==> src/rtl/mem_arbiter.sv <==
// Shares one single-ported sync RAM between instruction fetch and load/store data paths.
// Latency: grants are combinational; read data returns exactly one cycle after the grant.
// Backpressure: a requester holds req/inputs until its gnt; ungranted requesters simply wait.
module mem_arbiter #(
  parameter int n    = 32,
  parameter int alen = 6
) (
  input  logic            clock,
  input  logic            reset,
  // instruction fetch requester
  input  logic            if_req,
  input  logic [alen-1:0] if_addr,
  output logic            if_gnt,
  output logic            if_rvalid,
  output logic [n-1:0]    if_rdata,
  // load/store requester
  input  logic            d_req,
  input  logic            d_we,
  input  logic [alen-1:0] d_addr,
  input  logic [n-1:0]    d_wdata,
  input  logic [n/8-1:0]  d_be,
  output logic            d_gnt,
  output logic            d_rvalid,
  output logic [n-1:0]    d_rdata,
  // RAM port
  output logic            m_en,
  output logic            m_we,
  output logic [alen-1:0] m_addr,
  output logic [n-1:0]    m_wdata,
  output logic [n/8-1:0]  m_be,
  input  logic [n-1:0]    m_rdata
);

  localparam int nb = n / 8;

  // Which requester owns the read data coming back from the RAM this cycle.
  typedef enum logic [1:0] {
    RESP_NONE  = 2'b00,
    RESP_FETCH = 2'b01,
    RESP_DATA  = 2'b10
  } resp_t;

  // prio = 0: data wins a conflict; prio = 1: fetch wins a conflict.
  logic  prio;
  resp_t resp_sel;

  // Exactly one grant per cycle; the loser of a conflict wins the next one.
  assign d_gnt  = d_req & (~if_req | ~prio);
  assign if_gnt = if_req & ~d_gnt;

  // Steer the granted request onto the RAM port; park the port at zero when idle.
  always_comb begin
    m_en    = 1'b0;
    m_we    = 1'b0;
    m_addr  = '0;
    m_wdata = '0;
    m_be    = '0;
    if (d_gnt) begin
      m_en    = 1'b1;
      m_we    = d_we;
      m_addr  = d_addr;
      m_wdata = d_wdata;
      m_be    = d_be;
    end else if (if_gnt) begin
      m_en    = 1'b1;
      m_addr  = if_addr;
      m_be    = {nb{1'b1}};
    end
  end

  // Update conflict priority and remember who gets next cycle's read data.
  always_ff @(posedge clock or negedge reset) begin
    if (!reset) begin
      prio     <= 1'b0;
      resp_sel <= RESP_NONE;
    end else begin
      if (d_gnt && if_req) begin
        prio <= 1'b1;
      end else if (if_gnt) begin
        prio <= 1'b0;
      end
      if (if_gnt) begin
        resp_sel <= RESP_FETCH;
      end else if (d_gnt && !d_we) begin
        resp_sel <= RESP_DATA;
      end else begin
        resp_sel <= RESP_NONE;
      end
    end
  end

  // Route RAM read data to its owner; the other side sees zero.
  assign if_rvalid = (resp_sel == RESP_FETCH);
  assign d_rvalid  = (resp_sel == RESP_DATA);
  assign if_rdata  = if_rvalid ? m_rdata : '0;
  assign d_rdata   = d_rvalid  ? m_rdata : '0;

endmodule

==> config.mk <==
export PLATFORM = sky130hd
export DESIGN_NAME = mem_arbiter
export DESIGN_NICKNAME = d
export VERILOG_FILES = /design/src/rtl/mem_arbiter.sv
export SDC_FILE = /design/constraint.sdc
export NUM_CORES = 1
export LEC_CHECK = 0
export CORE_ASPECT_RATIO = 0.8
export CORE_MARGIN = 4
export CORE_UTILIZATION = 20
export DETAILED_ROUTE_END_ITERATION = 10
export GPL_TIMING_DRIVEN = 0
export PLACE_DENSITY = 0.89
export SLEW_MARGIN = 10
export SYNTH_ARGS = -nofsm -noshare
export SYNTH_HDL_FRONTEND = slang
export SYNTH_SLANG_ARGS = --single-unit
export TNS_END_PERCENT = 30
==> constraint.sdc <==
create_clock -name clock -period 2.5 [get_ports clock]
set_input_delay 0.375 -clock clock [delete_from_list [all_inputs] [get_ports clock]]
set_output_delay 0.375 -clock clock [all_outputs]
set_load 0.01 [all_outputs]
# --- Word-level counts from Yosys, hierarchy flattened ---
# Index checks and enable logic that the tools add are counted.
totals:
  out_inout_bits: 112
  word_cells: 28
  inputBits: 85
  register_bits: 3
classes:
  n_bitwise: 6
  reduce_logical: 4
  eq_ne: 2
  n_mux: 14
ops:
  columns: ["cell", "count"]
  rows:
  - ["two-way mux 32 bit", 3]
  - ["two-way mux 6 bit", 2]
  - ["two-way mux 4 bit", 2]
  - ["two-way mux 1 bit", 5]
  - ["two-way mux 2 bit", 2]
  - ["inverter 1 bit", 3]
  - ["bitwise AND 1 bit", 2]
  - ["equality test 2 x 1 -> 1 bit, second input constant", 1]
  - ["equality test 2 bit, second input constant", 1]
  - ["logical AND 1 bit", 2]
  - ["nonzero test 2 bit", 1]
  - ["logical NOT 1 bit", 1]
  - ["bitwise OR 1 bit", 1]

# --- Logic depth before layout (Yosys ltp) ---
# Gate-level depths: netlist (run 1).
logic_depth:
  ltp_word: 7
  ltp_mapped: 3
  mapped_depth_nobuf: 2

# --- Worst setup path after synthesis (run 1) ---
# Ideal clock, no wire load.
synth_path:
  path_type: "reg2out"
  from: "register prio"
  to: "output m_addr[0]"
  t_arrival_ps: 985
  setup_slack_ps: 1140
  required_ps: 2125
  path_stages_with_launch: 4
  path_buffers: 1
  cell_sequence: "dfrtp_1 nand2b_1 buf_2 a32o_1"
synth_between:
  elab_chain_len: 7
synth_rtl:
  columns: ["item", "line", "source"]
  rows:
  - ["start: declaration", "44", "logic prio;"]
  - ["start signal: assignment", "74", "prio <= 1'b0;"]
  - ["start signal: assignment", "78", "prio <= 1'b1;"]
  - ["start signal: assignment", "80", "prio <= 1'b0;"]
  - ["inverter 1 bit (*)", "48", "assign d_gnt = d_req & (~if_req | ~prio);"]
  - ["bitwise OR 1 bit (*)", "48", null]
  - ["bitwise AND 1 bit (*)", "48", null]
  - ["inverter 1 bit", "49", "assign if_gnt = if_req & ~d_gnt;"]
  - ["bitwise AND 1 bit", "49", null]
  - ["two-way mux 6 bit", "64", "end else if (if_gnt) begin"]
  - ["two-way mux 6 bit (*)", "58", "if (d_gnt) begin"]
  - ["end: declaration", "28", "output logic [alen-1:0] m_addr,"]
# Every way passes the cells marked *; elsewhere a longest branch is shown, timed or not.

# --- Final worst setup path (run 1) ---
layout_path:
  from: "register resp_sel[1]"
  to: "output if_rdata[20]"
layout_between:
  elab_chain_len: 2
layout_rtl:
  columns: ["item", "line", "source"]
  rows:
  - ["start: declaration", "45", "resp_t resp_sel;"]
  - ["start signal: assignment", "75", "resp_sel <= RESP_NONE;"]
  - ["start signal: assignment", "83", "resp_sel <= RESP_FETCH;"]
  - ["start signal: assignment", "85", "resp_sel <= RESP_DATA;"]
  - ["equality test 2 x 1 -> 1 bit", "93", "assign if_rvalid = (resp_sel == RESP_FETCH);"]
  - ["two-way mux 32 bit", "95", "assign if_rdata = if_rvalid ? m_rdata : '0;"]
  - ["end: declaration", "15", "output logic [n-1:0] if_rdata,"]
# Every way passes these cells.

==> results.txt, run 1 <==
Outcome -> finished, final reports clean
Die Ht -> 67.9 µm
CP required -> 2.12 ns
Worst r2r src -> prio
Final Skew -> 0.000130 ns
VDD IR-drop max -> 0.000194 V
IO buf count -> 196
Share of layout cells above drive strength 1 -> 3.93%
Hold_buf cts -> 0
Synthesized area per cell -> 6.86 µm²
Combinational family with the most area after synthesis -> simple AND/OR/NAND/NOR gates
Simple-gate share of the synthesized area -> 72.1%
DRC viols -> 0
WP data arrival -> 1.92 ns
Max FO, Critical Path -> 10
Final Util -> 70.2%
CTS tree -> yes
Vias in the first global route -> 1538
First-pass GRT wire length -> 7.48 mm
DP HPWL -> 4.69 mm
Remaining global-route overflow -> 0
# diodes -> 0
Area Growth Syn to Fin -> 232%
Final Max Slew Viols -> 0
Clk_lat worst skew -> 0.21 ns
Row count -> 21
First DRT Iteration DRCs -> 48
MaxCap Viol Count -> 0
Nets -> 417
Total power draw -> 0.703 mW
Synthesized Nets -> 216
DP Area -> 2930 µm²
Most frequent cells in the layout -> clkdlybuf4s50_1, and2_1, a32o_1, buf_2, clkbuf_1
Root Driver -> clkbuf_8
Die ar. -> 5630 µm²
YS warnings -> 0
Seq/Total Area, Yosys -> 8.36%
Antenna viol nets, final -> 0
Largest net degree at the start of global routing -> 11
CP Launch Point -> resp_sel[1]
CP startpoint kind -> flip-flop
Setup-failing EPs final -> 0
# IOs -> 197
Final instance area -> 2990 µm²
CP Capture Type -> output pin
Final Cycle Share -> 91.7%
Die W -> 82.9 µm
Final Critical Period -> 2.29 ns
Slew @ Worst Pin -> 0.337 ns
Pre-Repair DR Iteration Count -> 4
RSZ-0062 raised after global routing -> no
H-tree depth -> 1
Met2 Usage GRT -> 33.7%
Routed wire length -> 5.21 mm
Hold Vio Cnt, Final -> 0
Fin cells -> 388
CTS buffer count -> 3
Cells on worst reg2reg path -> 3
Mapped Area -> 898 µm²
CTS max path bufs -> 2
Initial antenna violation count -> 0
Yosys reg bits -> 3
Starting Density -> 21.1%
GRT Total Usage -> 16.2%
Hold WS -> 0.348 ns
GRT busiest layer -> met2
HP Class -> in -> async
Cell variety after synth -> 13
Worst slew margin -> 77.5%
Cell Pwr Density -> 235 nW/µm²
Post-synthesis mux area share -> 1.11%
Clock sinks -> 3
Post-synthesis cell count -> 131
Max Freq -> 0.436 GHz
Worst Setup Path Type -> reg -> out
Core area -> 4260 µm²
DR vias/cell -> 4.09
Reg clk slew, reported paths -> 0.03 ns
Placed cells -> 384
Commonest non-fill, non-tap cell in the layout -> clkdlybuf4s50_1
Static leakage -> 1.17 nW
WL/cell -> 13.4 µm
GPL Wtd Cong -> 0.832
Met3 usage -> 4.33%
Synth Area in Adders -> 0%
Met1 usage -> 17.0%
Synth Area in Compound Gates -> 11.8%
Xor/xnor share of the synthesized area -> 0%
Vias -> 1588
==> per-stage QoR <==
stage / setup WS, ns / setup TNS, ns
floorplan: 1.14 / 0
global placement: -0.0664 / -1.56
detailed placement: -0.104 / -2.70
CTS: 0.0517 / 0
global route: 0.0525 / 0
finish: 0.206 / 0
==> power by group <==
group	switching [mW]	leakage, nW	internal (mW)
registers	0.00372	0.0381	0.0527
clock network	0.0290	0.0228	0.108
logic	0.172	1.11	0.337
==> sequential cells by signal (all words and copies together), names as in the netlist <==
register,cells
prio,1
resp_sel,2
==> critical path, cell delays in order (launching register included) <==
cell	delay, ns
dfrtp_1	0.36
nor2b_1	0.29
clkbuf_1	0.32
and2_1	0.18
clkdlybuf4s50_1	0.55
==> cell type report <==
cell class / instances / area [µm²]
clock buffer: 4 / 45.0
multi-input combinational: 116 / 772
fill: 341 / 1270
tap: 57 / 71.3
sequential: 3 / 75.1
timing repair buffer: 196 / 1960
buffer: 12 / 60.1
==> Yosys cell counts <==
cell	n	area share, %
and2_1	98	68
a32o_1	6	6.7
buf_4	2	1.7
a21boi_2	1	1.3
a22o_1	4	3.9
nand2_1	1	0.42
nor2b_1	3	2.1
or2_2	1	0.70
nand2b_1	1	0.70
clkbuf_1	5	2.1
mux2i_1	1	1.1
dfrtp_1	3	8.4
buf_2	5	2.8
==> path summary, 6_finish.rpt <==
path / to / slack [ns]
min in group clock: prio / 0.59
setup reg to reg: resp_sel[0] / 1.39
hold reg to reg: prio / 0.59
hold / removal: resp_sel[0] / 0.35
setup / recovery: if_rdata[20] / 0.21
max in group asynchronous: resp_sel[1] / 2.01
==> kinds of logic after synthesis <==
kind of cell / after synthesis
AO/OA/AOI/OAI: 11
buffers and inverters: 12
flip-flops: 3
multiplexers: 1
AND/OR/NAND/NOR: 104
==> per-layer routing <==
| metal | vias to the layer above | part of all wire [%] |
|---|---|---|
| li1 | 820 | - |
| met1 | 670 | 36 |
| met2 | 98 | 55 |
| met3 | 0 | 8.3 |
| met4 | 0 | 0 |
| met5 | - | 0 |
==> repair_timing <==
action	4_1_cts	5_1_grt
pin swaps	0	1
buffers inserted	0	0
setup endpoints to repair	39	27
resized for setup	3	1
Note: power is estimated with default switching activity, not from simulation.
==> run 2: changes to the inputs <==
- SETUP_SLACK_MARGIN: unset -> 0.15
- SLEW_MARGIN: 10 -> unset
==> run 2 against run 1 <==
Against the previous run: combinational power about the same; worst setup slack improved by 0.0098 ns; first-iteration DRC count decreased by 13%; utilization about the same; critical path type is now in -> out; largest cell class unchanged.
==> results.txt, run 2 (same netlist as run 1, synthesis figures left out) <==
CP startpoint kind -> input port (was flip-flop)
Worst slew margin -> 75.6% (was 77.5%)
HP Class -> in -> async (unchanged)
P_int -> 0.499 mW (about the same)
IO buf count -> 196 (unchanged)
Share of layout cells above drive strength 1 -> 5.14% (was 3.93%)
# IOs -> 197 (unchanged)
Slew @ Worst Pin -> 0.365 ns (was 0.337 ns)
Die ar. -> 5630 µm² (unchanged)
DP HPWL -> 4.69 mm (unchanged)
Final Critical Period -> 2.28 ns (was 2.29 ns)
Switch Pwr -> 0.204 mW (was 0.205 mW)
H-tree depth -> 1 (unchanged)
CTS max path bufs -> 2 (unchanged)
Area Growth Syn to Fin -> 233% (was 232%)
Clock sinks -> 3 (unchanged)
Antenna viol nets, final -> 0 (unchanged)
Fin cells -> 388 (unchanged)
First DRT Iteration DRCs -> 42 (was 48)
Vias in the first global route -> 1538 (unchanged)
CP Buf/Inv Count -> 3 (was 2)
Commonest non-fill, non-tap cell in the layout -> clkdlybuf4s50_1 (unchanged)
Sw Share -> 29.0% (was 29.1%)
Final Skew -> 0.000502 ns (was 0.000130 ns)
GRT Total Usage -> 16.2% (unchanged)
WL/cell -> 13.4 µm (about the same)
DR vias/cell -> 4.09 (about the same)
Final instance area -> 2990 µm² (about the same)
Starting Density -> 21.1% (unchanged)
CTS buffer count -> 3 (unchanged)
# diodes -> 0 (unchanged)
Largest registers -> resp_sel (2), prio (1) (unchanged)
GPL Wtd Cong -> 0.832 (unchanged)
WP data arrival -> 1.91 ns (was 1.92 ns)
Most frequent cells in the layout -> clkdlybuf4s50_1, and2_1, a32o_1, clkbuf_2, buf_2 (was clkdlybuf4s50_1, and2_1, a32o_1, buf_2, clkbuf_1)
CP delay by family, top -> buffers and inverters (unchanged)
Max FFs per register -> 2 (unchanged)
Initial antenna violation count -> 0 (unchanged)
Outcome -> finished, final reports clean (unchanged)
DP Area -> 2930 µm² (unchanged)
Reg clk slew, reported paths -> 0.03 ns (about the same)
Worst Setup Path Type -> in -> out (was reg -> out)
Hold WS -> 0.348 ns (about the same)
Die W -> 82.9 µm (unchanged)
R2r setup slk -> 1.40 ns (was 1.39 ns)
Post-CTS Setup Repair Bufs -> 0 (unchanged)
Slowest stage delay, CP -> 0.54 ns (was 0.55 ns)
Die Ht -> 67.9 µm (unchanged)
Row count -> 21 (unchanged)
Core area -> 4260 µm² (unchanged)
Static leakage -> 1.18 nW (was 1.17 nW)
Final Util -> 70.2% (about the same)
Final Cycle Share -> 91.4% (was 91.7%)
Pre-Repair DR Iteration Count -> 2 (was 4)
Remaining global-route overflow -> 0 (unchanged)
CTS tree -> yes (unchanged)
CP required -> 2.12 ns (about the same)
Power share of the sequential group -> 8.0% (about the same)
VDD IR-drop max -> 0.000194 V (about the same)
Hold Vio Cnt, Final -> 0 (unchanged)
Total power draw -> 0.703 mW (about the same)
Clk_lat worst skew -> 0.21 ns (about the same)
Vias -> 1587 (was 1588)
Comb pwr share -> 72.5% (was 72.4%)
Placed cells -> 384 (unchanged)
Hold_buf cts -> 0 (unchanged)
Root Driver -> clkbuf_8 (unchanged)
PostCTS Resize Cnt -> 4 (was 3)
Routed wire length -> 5.20 mm (was 5.21 mm)
Clock share of power -> 19.5% (was 19.6%)
CP Capture Type -> output pin (unchanged)
DRC viols -> 0 (unchanged)
First-pass GRT wire length -> 7.48 mm (unchanged)
Max Freq -> 0.438 GHz (was 0.436 GHz)
Final Max Slew Viols -> 0 (unchanged)
Nets -> 417 (unchanged)
MaxCap Viol Count -> 0 (unchanged)
Max FO, Critical Path -> 10 (unchanged)
Worst path cell trace -> dlygate4sd2_1 -> a21boi_4 -> buf_2 -> and2_1 -> clkdlybuf4s50_1 (was nor2b_1 -> clkbuf_1 -> and2_1 -> clkdlybuf4s50_1)
RSZ-0062 raised after global routing -> yes (was no)
Slowest stage cell, crit path -> clkdlybuf4s50_1 (unchanged)
Largest register by flop count -> resp_sel (unchanged)
Cell Pwr Density -> 235 nW/µm² (about the same)
Setup-failing EPs final -> 0 (unchanged)
FILL cells -> 343 (was 341)
Largest net degree at the start of global routing -> 11 (unchanged)
[run 2: worst paths after layout]
check / from / endpoint / cells past startpoint
worst max register to register: prio / resp_sel[0] / 3
max in group asynchronous: reset / resp_sel[1] / 1
min in group clock: prio / prio / 1
worst max-delay path: d_req / m_wdata[21] / 5
worst min-delay path: reset / resp_sel[0] / 1
worst min register to register: prio / prio / 1
[run 2: cell type report]
type | instances | area (µm²) | share of cell area (%)
plain buffers | 12 | 65.1 | 2.18
well taps | 57 | 71.3 | 2.39
multi-input cells | 116 | 772 | 25.8
clock buffers | 4 | 45.0 | 1.51
flip-flops and latches | 3 | 75.1 | 2.51
repair buffers | 196 | 1960 | 65.6
[run 2: routing by layer]
metal	up-vias	wire length, µm	track usage (%)
li1	822	-	-
met1	670	1910	17.0
met4	0	0	1.84
met5	-	0	0
met3	0	424	4.33
met2	95	2860	33.7
[run 2: power groups by stage]
| stage | Combinational, mW | Sequential [mW] | Clock [mW] |
|---|---|---|---|
| global placement | 0.506 | 0.0558 | 0 |
| CTS | 0.516 | 0.0563 | 0.141 |
| detailed placement | 0.513 | 0.0561 | 0 |
| global route | 0.546 | 0.0567 | 0.147 |
| finish | 0.510 | 0.0563 | 0.137 |
| floorplan | 0.164 | 0.0553 | 0 |
[run 2: metrics by stage]
stage	worst slack, ns	setup TNS, ns
after floorplan	1.14	0
after global placement	-0.0664	-1.56
after detailed placement	-0.104	-2.70
after CTS	0.176	0
after global routing	0.0946	0
final	0.216	0
==> run 3: changes to the inputs <==
- RECOVER_POWER: unset -> 25
- SLEW_MARGIN: unset -> 20
- clock period: 2.5 -> 2.64 ns (I/O delays scaled with it)
==> run 3 against run 2 <==
Against the previous run: die area stayed put; largest power group unchanged; utilization is 0.15 points lower; largest cell class unchanged; cell count stayed put; via count is 0.13% lower; sequential power is 5.0% lower; count of clock-buffer cells in the layout stayed put; non-clock buffer count stayed put; first-iteration DRC count is 24% higher; register-to-register slack better by 0.04 ns; flip-flop and latch count stayed put; worst hold slack better by 0.090 ns.
==> results.txt, run 3 (same netlist as run 1, synthesis figures left out) <==
# diodes -> 0 (unchanged)
Sw Share -> 29.4% (was 29.0%)
CP Capture Type -> output pin (unchanged)
Die Ht -> 67.9 µm (unchanged)
Outcome -> finished, final reports clean (unchanged)
Max FO, Critical Path -> 10 (unchanged)
Vias -> 1585 (was 1587)
GRT Total Usage -> 16.2% (unchanged)
Placed cells -> 384 (unchanged)
Die W -> 82.9 µm (unchanged)
DR vias/cell -> 4.09 (about the same)
Final Cycle Share -> 89.7%
Die ar. -> 5630 µm² (unchanged)
Final Critical Period -> 2.37 ns
First DRT Iteration DRCs -> 52 (was 42)
Worst r2r src -> prio (unchanged)
Cell Pwr Density -> 220 nW/µm² (was 235 nW/µm²)
Total power draw -> 0.657 mW (was 0.703 mW)
VDD IR-drop max -> 0.000182 V (was 0.000194 V)
Power share of the sequential group -> 8.1% (was 8.0%)
Area Growth Syn to Fin -> 232% (was 233%)
Vias in the first global route -> 1538 (unchanged)
# IOs -> 197 (unchanged)
Commonest non-fill, non-tap cell in the layout -> clkdlybuf4s50_1 (unchanged)
Core area -> 4260 µm² (unchanged)
CP startpoint kind -> input port (unchanged)
RSZ-0062 raised after global routing -> no (was yes)
Fin cells -> 388 (unchanged)
Final instance area -> 2980 µm² (was 2990 µm²)
Max Freq -> 0.422 GHz
Nets -> 417 (unchanged)
MaxCap Viol Count -> 0 (unchanged)
Reg clk slew, reported paths -> 0.03 ns (about the same)
Remaining global-route overflow -> 0 (unchanged)
Most frequent cells in the layout -> clkdlybuf4s50_1, and2_1, dlygate4sd3_1, clkbuf_1, a32o_1 (was clkdlybuf4s50_1, and2_1, a32o_1, clkbuf_2, buf_2)
Root Driver -> clkbuf_8 (unchanged)
Slew @ Worst Pin -> 0.396 ns (was 0.365 ns)
First-pass GRT wire length -> 7.48 mm (unchanged)
Reg2reg end -> resp_sel[0] (unchanged)
Hold Vio Cnt, Final -> 0 (unchanged)
Final Skew -> 0.000130 ns (was 0.000502 ns)
DRC viols -> 0 (unchanged)
Final Max Slew Viols -> 0 (unchanged)
Cells on worst reg2reg path -> 3 (unchanged)
Clock share of power -> 19.8% (was 19.5%)
Initial antenna violation count -> 0 (unchanged)
CP required -> 2.24 ns (was 2.12 ns)
IO buf count -> 196 (unchanged)
Pre-Repair DR Iteration Count -> 4 (was 2)
Row count -> 21 (unchanged)
Largest net degree at the start of global routing -> 11 (unchanged)
Worst slew margin -> 73.6% (was 75.6%)
CTS buffer count -> 3 (unchanged)
Clk_lat worst skew -> 0.21 ns (about the same)
Share of layout cells above drive strength 1 -> 2.72% (was 5.14%)
Setup-failing EPs final -> 0 (unchanged)
CTS max path bufs -> 2 (unchanged)
Max FFs per register -> 2 (unchanged)
WP data arrival -> 1.97 ns (was 1.91 ns)
R2r setup slk -> 1.44 ns (was 1.40 ns)
Largest register by flop count -> resp_sel (unchanged)
Switch Pwr -> 0.193 mW (was 0.204 mW)
DP HPWL -> 4.69 mm (unchanged)
HP Class -> in -> async (unchanged)
Comb pwr share -> 72.1% (was 72.5%)
Static leakage -> 1.21 nW (was 1.18 nW)
Starting Density -> 21.1% (unchanged)
Antenna viol nets, final -> 0 (unchanged)
GPL Wtd Cong -> 0.832 (unchanged)
P_int -> 0.464 mW (was 0.499 mW)
Routed wire length -> 5.21 mm (was 5.20 mm)
H-tree depth -> 1 (unchanged)
Clock sinks -> 3 (unchanged)
DP Area -> 2930 µm² (unchanged)
CTS tree -> yes (unchanged)
Worst Setup Path Type -> in -> out (unchanged)
WL/cell -> 13.4 µm (about the same)
Largest registers -> resp_sel (2), prio (1) (unchanged)
[run 3: cell types whose count changed in the layout (fill, tap and decap cells not counted)]
| cell | delta |
|---|---|
| clkdlybuf4s50_1 | -21 |
| dlygate4sd3_1 | +21 |
| clkbuf_1 | +8 |
| clkbuf_2 | -5 |
| buf_2 | -3 |
| dlygate4sd2_1 | -1 |
| dlymetal6s2s_1 | +1 |
[run 3: critical path: stages]
cell	delay, ns
dlygate4sd2_1	0.32
nand2b_1	0.12
clkbuf_1	0.33
a22o_1	0.19
dlygate4sd3_1	0.61
[run 3: area by class of cell]
type | count | area, µm²
Buffer | 12 | 55.1
Timing Repair Buffer | 196 | 1960
Sequential cell | 3 | 75.1
Tap cell | 57 | 71.3
Fill cell | 344 | 1270
Multi-Input combinational cell | 116 | 772
Clock buffer | 4 | 45.0
[run 3: repair_timing]
item                       4_1_cts  5_1_grt
setup endpoints to repair       39       39
hold buffers                     0        0
resized for setup                3        1
buffers inserted                 0        0
pin swaps                        0        1
[run 3: how the worst max path moves through the flow]
stage            from  cells after the start  slack [ns]          end
2_1_floorplan    prio                      3        1.26    m_addr[0]
3_3_place_gp    d_req                      5        0.03  m_wdata[12]
3_5_place_dp    d_req                      5      -0.006   m_wdata[4]
4_1_cts        if_req                      5        0.15   m_wdata[4]
5_1_grt         d_req                      5        0.14       if_gnt
6_report        d_req                      5        0.27      m_be[3]
[run 3: power by group through the flow]
stage	registers (mW)	logic (mW)	clock network (mW)
floorplan	0.0524	0.155	0
global placement	0.0528	0.480	0
detailed placement	0.0531	0.486	0
CTS	0.0533	0.490	0.133
global route	0.0538	0.508	0.139
finish	0.0535	0.474	0.130
[run 3: metal layers]
metal,up-vias,global-route usage (%),part of all wire [%]
met1,670,17.0,36
met2,95,33.7,55
met5,-,0,0
li1,820,-,-
met3,0,4.33,8.2
met4,0,1.84,0
[run 3: stage by stage]
stage	setup TNS, ns	hold WS [ns]	util, %	setup slack (ns)
global placement	0	0.508	68.9	0.0316
finish	0	0.438	70.0	0.272
detailed placement	-0.00970	0.514	68.9	-0.00588
global route	0	0.442	70.0	0.137
floorplan	0	0.100	-	1.26
CTS	0	0.368	70.1	0.150
